==> config.mk <==
export PLATFORM = sky130hd
export DESIGN_NAME = dnn_fc_layer_fix
export DESIGN_NICKNAME = d
export VERILOG_FILES = /design/src/rtl/dnn_fix_pkg.sv /design/src/rtl/dnn_mac_fix.sv /design/src/rtl/dnn_fc_layer_fix.sv
export SDC_FILE = /design/constraint.sdc
export NUM_CORES = 1
export LEC_CHECK = 0
export BUFFER_PORTS_ARGS = -buffer_cell sky130_fd_sc_hd__buf_2
export CAP_MARGIN = 15
export CORE_MARGIN = 3
export CORE_UTILIZATION = 33
export DETAILED_ROUTE_END_ITERATION = 7
export GPL_ROUTABILITY_DRIVEN = 0
export PLACE_DENSITY = 0.6
export SLEW_MARGIN = 5
export SYNTH_ARGS = -nofsm -noshare
export SYNTH_HDL_FRONTEND = slang
export SYNTH_SLANG_ARGS = --single-unit
==> constraint.sdc <==
create_clock -name clk -period 25.5 [get_ports clk]
set_input_delay 5.1 -clock clk [delete_from_list [all_inputs] [get_ports clk]]
set_output_delay 5.1 -clock clk [all_outputs]
set_load 0.005 [all_outputs]
==> src/rtl/dnn_fix_pkg.sv <==
// dnn_fix_pkg: shared types and saturation helpers for the fixed-point FC layer
package dnn_fix_pkg;
   typedef enum logic [1:0] {MODE_SIG = 2'd0, MODE_LIN = 2'd1, MODE_RELU = 2'd2} mode_t;
   typedef enum logic [3:0] {
      S_IDLE, S_RD_A, S_RD_W, S_MAC, S_RD_B, S_ADD_B, S_RD_LUT, S_WR, S_DONE
   } state_t;
   function automatic logic signed [63:0] sat_signed(input logic signed [63:0] value, input int width);
      logic signed [63:0] hi, lo;
      hi = (64'sd1 <<< (width - 1)) - 64'sd1;
      lo = -hi - 64'sd1;
      return value > hi ? hi : value < lo ? lo : value;
   endfunction
   // two's complement to offset binary: keep width bits, flip the sign bit
   function automatic logic [63:0] lut_index(input logic signed [63:0] value, input int width);
      logic [63:0] m;
      m = (64'd1 << width) - 64'd1;
      return (value & m) ^ (64'd1 << (width - 1));
   endfunction
endpackage

==> src/rtl/dnn_mac_fix.sv <==
// dnn_mac_fix: signed multiply-accumulate with bias add and fixed-point post-scale
module dnn_mac_fix import dnn_fix_pkg::*; #(
   parameter int DATA_WIDTH = 11,
   parameter int FRAC_BITS = 9,
   parameter int ACC_WIDTH = 31,
   parameter logic signed [DATA_WIDTH-1:0] ONE_VAL = 11'b01000000000
) (
   input  logic clk,
   input  logic rst,
   input  logic clr,
   input  logic acc_en,
   input  logic bias_en,
   input  logic signed [DATA_WIDTH-1:0] a,
   input  logic signed [DATA_WIDTH-1:0] d,
   output logic signed [ACC_WIDTH-1:0] s
);
   logic signed [ACC_WIDTH-1:0] acc;
   logic signed [2*DATA_WIDTH-1:0] prod;
   assign prod = (bias_en ? ONE_VAL : a) * d;
   assign s = acc >>> FRAC_BITS;
   always_ff @(posedge clk) begin
      if (rst || clr) acc <= '0;
      else if (acc_en || bias_en) acc <= acc + ACC_WIDTH'(prod);
   end
endmodule

==> src/rtl/dnn_fc_layer_fix.sv <==
// dnn_fc_layer_fix: sequential fully-connected layer with selectable activation and argmax
module dnn_fc_layer_fix import dnn_fix_pkg::*; #(
   parameter int DATA_WIDTH = 11,
   parameter int FRAC_BITS = 9,
   parameter int N_IN = 400,
   parameter int N_OUT = 10,
   parameter int ADDR_WIDTH = 16,
   parameter logic [ADDR_WIDTH-1:0] ADDR_BASE_A = 16'h0000,
   parameter logic [ADDR_WIDTH-1:0] ADDR_BASE_W = 16'h0191,
   parameter logic [ADDR_WIDTH-1:0] ADDR_BASE_LUT = 16'h29be,
   parameter int WIDTH_SIG_LUT = 11,
   parameter logic signed [DATA_WIDTH-1:0] ONE_VAL = 11'b01000000000
) (
   input  logic clk,
   input  logic rst,
   input  logic start,
   input  logic reset,
   input  logic [1:0] mode,
   input  logic signed [DATA_WIDTH-1:0] mem_data,
   output logic [ADDR_WIDTH-1:0] mem_addr,
   output logic busy,
   output logic done,
   output logic signed [DATA_WIDTH-1:0] out [N_OUT],
   output logic [$clog2(N_OUT)-1:0] class_idx
);
   localparam int AW = 2*DATA_WIDTH + $clog2(N_IN+1);
   localparam int IW = $clog2(N_IN+1);
   localparam int JW = $clog2(N_OUT);
   state_t state, nxt;
   mode_t mode_r;
   logic [IW-1:0] i;
   logic [JW-1:0] j;
   logic signed [DATA_WIDTH-1:0] a_r, res;
   logic signed [AW-1:0] s;
   logic signed [63:0] s_dw, s_lut;
   logic [WIDTH_SIG_LUT-1:0] idx;
   logic [ADDR_WIDTH-1:0] row;
   logic clr_all, go, last_i, last_j;
   assign clr_all = rst || reset;
   assign go = start && (state == S_IDLE || state == S_DONE);
   assign last_i = i == IW'(N_IN-1);
   assign last_j = j == JW'(N_OUT-1);
   assign busy = state != S_IDLE && state != S_DONE;
   assign done = state == S_DONE;
   assign row = ADDR_BASE_W + ADDR_WIDTH'(j * (N_IN+1));
   assign s_dw = sat_signed(64'(s), DATA_WIDTH);
   assign s_lut = sat_signed(64'(s), WIDTH_SIG_LUT);
   assign idx = WIDTH_SIG_LUT'(lut_index(s_lut, WIDTH_SIG_LUT));
   assign res = mode_r == MODE_SIG ? mem_data : (mode_r == MODE_RELU && s_dw < 0) ? '0 : DATA_WIDTH'(s_dw);
   dnn_mac_fix #(.DATA_WIDTH(DATA_WIDTH), .FRAC_BITS(FRAC_BITS), .ACC_WIDTH(AW), .ONE_VAL(ONE_VAL)) u_mac (
      .clk(clk), .rst(clr_all),
      .clr(state == S_IDLE || state == S_DONE || state == S_WR),
      .acc_en(state == S_MAC), .bias_en(state == S_ADD_B),
      .a(a_r), .d(mem_data), .s(s)
   );
   always_ff @(posedge clk) state <= clr_all ? S_IDLE : nxt;
   always_comb begin
      nxt = state;
      case (state)
         S_IDLE, S_DONE: nxt = go ? S_RD_A : state;
         S_RD_A: nxt = S_RD_W;
         S_RD_W: nxt = S_MAC;
         S_MAC: nxt = last_i ? S_RD_B : S_RD_A;
         S_RD_B: nxt = S_ADD_B;
         S_ADD_B: nxt = mode_r == MODE_SIG ? S_RD_LUT : S_WR;
         S_RD_LUT: nxt = S_WR;
         S_WR: nxt = last_j ? S_DONE : S_RD_A;
         default: nxt = S_IDLE;
      endcase
   end
   always_comb begin
      mem_addr = '0;
      case (state)
         S_RD_A: mem_addr = ADDR_BASE_A + ADDR_WIDTH'(i);
         S_RD_W: mem_addr = row + ADDR_WIDTH'(i);
         S_RD_B: mem_addr = row + ADDR_WIDTH'(N_IN);
         S_RD_LUT: mem_addr = ADDR_BASE_LUT + ADDR_WIDTH'(idx);
         default: mem_addr = '0;
      endcase
   end
   always_ff @(posedge clk) begin
      if (clr_all) begin
         i <= '0;
         j <= '0;
         a_r <= '0;
         mode_r <= MODE_SIG;
         class_idx <= '0;
         for (int k = 0; k < N_OUT; k++) out[k] <= '0;
      end else begin
         if (go) begin
            i <= '0;
            j <= '0;
            mode_r <= mode == 2'd3 ? MODE_LIN : mode_t'(mode);
         end
         if (state == S_RD_W) a_r <= mem_data;
         if (state == S_MAC) i <= last_i ? '0 : i + 1'b1;
         // ties keep the earlier neuron: only a strictly larger value takes over
         if (state == S_WR) begin
            out[j] <= res;
            if (j == '0 || res > out[class_idx]) class_idx <= j;
            if (!last_j) j <= j + 1'b1;
         end
      end
   end
endmodule

==> results.toml <==
[sta]
slew_headroom = 0.265
fmax_mhz = 83.1
finalHoldViolCount = 0
tns_ns = 0
rsz0062_at_grt = "no"
layout_min_cycle_time_ns = 12.03
finalMaxSlewViolations = 0
tightestPinTransition_ns = 1.09
worst_clock_skew_ns = 0.0140
period_share = 0.472
setup_viol = 0

[cells_and_area]
drive_gt1_frac = 0.125
layout.cells.non_filler = 2525
final_area_um2 = 17300
fill_cells = 4688
layout_commonest_cell = "inv_1"
final_cell_mix = "213 x inv_1, 174 x nor2_1, 174 x dfxtp_1"
fin_util = 0.378
syn_to_final_growth_pct = 11.9
final_nets = 2175
antennaDiodeCount = 0

[die]
fp.dieH_um = 222
placeableCoreArea_um2 = 45800
initial_core_util = 0.338
io_pins = 149
chipWidth_um = 222
row_count = 78
dieArea_um2 = 49500

[critical_path]
worstSetupEndpointType = "flip-flop"
cp_data_required_time_ns = 25.82
path_max_fanout = 13
critical_path_class = "input port to flip-flop"
worst_setup_path_start_kind = "input port"
crit_arrival_ns = 12.35

[routing]
routed_wl_um = 46100
vias = 13372
antenna_left = 0
viasPerCell = 5.30
drt_first_pass_iters = 5
drt_iter0_markers = 1248
wire_per_inst_um = 18.3
drc = 0

[yosys]
synth_seq_cells = 175
async_flop_share = 0
netlist.area_leader.share = 0.227
synth_area_per_cell_um2 = 8.43
synth_edf_count = 0
synth_adder_area_share = 0.257
synth_simple_gate_area_frac = 0.166
syn_nets = 2096
synth_mux_area_frac = 0.0489
synth_ff_type = "dfxtp_1"
synth_area_um2 = 15500
synth_area_leaders = "dfxtp_1 23%, fa_1 15%, ha_1 10%, a211oi_1 5.8%, inv_1 5.2%"
synth_top_area_cell = "dfxtp_1"
synth_top_family_by_area = "adder cells"
netlist_instances = 1833
yosysUniqueCellTypes = 67
yosysWarnings = 0
synth_compound_area_frac = 0.178
yosysSeqAreaShare = 0.227
synth_xor_area_frac = 0.0453

[clock_network]
ctsHoldBuffers = 0
cts_tree = "yes"
root_buffer = "clkbuf_16"
postCtsSetupBuffers = 0
cts.repair.resized = 0
clock_latency_ns = 0.45
numCtsBuffers = 17
clkSlewWorstSetupHoldPaths_ns = 0.08
clkSinkCount = 175
htreeDepth = 4
cts_buffer_depth = 2

[placement]
io_buffers = 147
dpl.hpwl_um = 35100
dpl.cell_count = 2493
placed_area_um2 = 16700

[global_route]
grt_overflow_total = 0
grt_pass1_vias = 12908
grt_max_degree = 99
grt_usage = 0.185
grt.busiest_layer = "met2"
grt_pass1_wl_um = 73600
met1_usage = 0.272
met3_usage = 0.0239
antenna_found_initial = 0
use_met2 = 0.293

[pwr]
p_per_area_nw_per_um2 = 35.9
p_comb_frac = 0.128
seqPwrFrac = 0.442
switchingPower_mw = 0.184
pwr-share-clk = 0.431
vdd_ir_drop_max_uv = 35.2
swShare = 0.297
p_leak_nw = 7.66
power.internal_mw = 0.437

[min_path]
hp-class = "flip-flop to flip-flop"

[run]
drv_cap = 0

[outcome]
status = "complete, no violations"
[metrics by stage]
step | worst slack [ns] | hold WS [ns] | power (mW)
final | 13.47 | 0.463 | 0.621
after global routing | 12.95 | 0.491 | 0.646
after CTS | 13.51 | 0.463 | 0.626
after detailed placement | 13.07 | 0.452 | 0.359
after global placement | 13.07 | 0.443 | 0.357
after floorplan | 13.65 | 0.436 | 0.336
[critical path: stages]
cell	delay (ns)
buf_2	0.25
nand3_1	0.17
inv_1	0.16
fa_1	0.59
fa_1	0.61
fa_1	0.44
fa_1	0.56
inv_1	0.07
fa_1	0.53
inv_1	0.05
ha_1	0.34
a21o_1	0.19
a21oi_1	0.25
o21ai_1	0.16
a2111oi_4	0.35
o21bai_1	0.13
a21oi_2	0.19
xor2_2	0.53
ha_1	0.35
a21oi_1	0.17
nor2b_1	0.08
a311oi_2	0.35
o21ai_1	0.16
a21oi_1	0.21
nor4b_1	0.07
a311oi_1	0.22
nor2_1	0.06
[synth_stat cells, types with 20 or more instances]
master / n
and3_1: 69
nand2_1: 171
a21oi_1: 99
a211oi_1: 120
clkbuf_1: 101
nor3_1: 25
mux2i_1: 26
mux4_2: 22
fa_1: 119
ha_1: 127
nor2b_1: 20
a21o_1: 22
nor2_1: 175
o21ai_0: 51
nand3_1: 36
xor2_1: 23
dfxtp_1: 175
xnor2_1: 55
inv_1: 213
[power groups by stage]
stage / clock network, mW / registers (mW) / logic [mW]
3_5_place_dp: 0 / 0.281 / 0.0782
5_1_grt: 0.283 / 0.274 / 0.0883
2_1_floorplan: 0 / 0.280 / 0.0557
6_report: 0.267 / 0.274 / 0.0793
3_3_place_gp: 0 / 0.281 / 0.0765
4_1_cts: 0.273 / 0.274 / 0.0787
[path summary, 6_finish.rpt]
kind	endpoint	slack, ns	cells after the start	start
max	u_mac.acc[28]$_SDFFE_PP0P_	13.47	27	mem_data[2]
min	u_mac.acc[0]$_SDFFE_PP0P_	0.46	2	u_mac.acc[0]$_SDFFE_PP0P_
max reg2reg	u_mac.acc[29]$_SDFFE_PP0P_	16.74	32	state[0]$_SDFFE_PP0P_
min reg2reg	u_mac.acc[0]$_SDFFE_PP0P_	0.46	2	u_mac.acc[0]$_SDFFE_PP0P_
[cell type report]
class                   count  area, µm²  area share
well taps                 600        751      0.0434
repair buffers            169        901      0.0521
clock buffers              19        453      0.0262
multi-input cells        1336      10800       0.622
clock inverters            13        136     0.00788
flip-flops and latches    175       3500       0.203
inverters                 213        800      0.0462
[kinds of logic after synthesis]
| group | count (synthesis) |
|---|---|
| and+or+nand+nor | 555 |
| AOI/OAI and AO/OA | 407 |
| muxes | 48 |
| other | 1 |
| adders and majority gates | 246 |
| xor gates and xnor gates | 79 |
| DFF | 175 |
| buffers and inverters | 322 |
[routing by layer]
| layer | wire length (µm) | vias to the layer above |
|---|---|---|
| li1 | - | 6430 |
| met2 | 21000 | 405 |
| met4 | 638 | 0 |
| met1 | 22000 | 6492 |
| met5 | 0 | - |
| met3 | 2430 | 45 |
[flip-flops by register name (all words and copies together) (netlist names)]
| name | cells |
|---|---|
| mode_r | 2 |
| j | 4 |
| i | 9 |
| state | 4 |
| out | 110 |
| a_r | 11 |
| class_idx | 4 |
| u_mac.acc | 31 |
No activity file was read; power rests on OpenSTA's default activity.
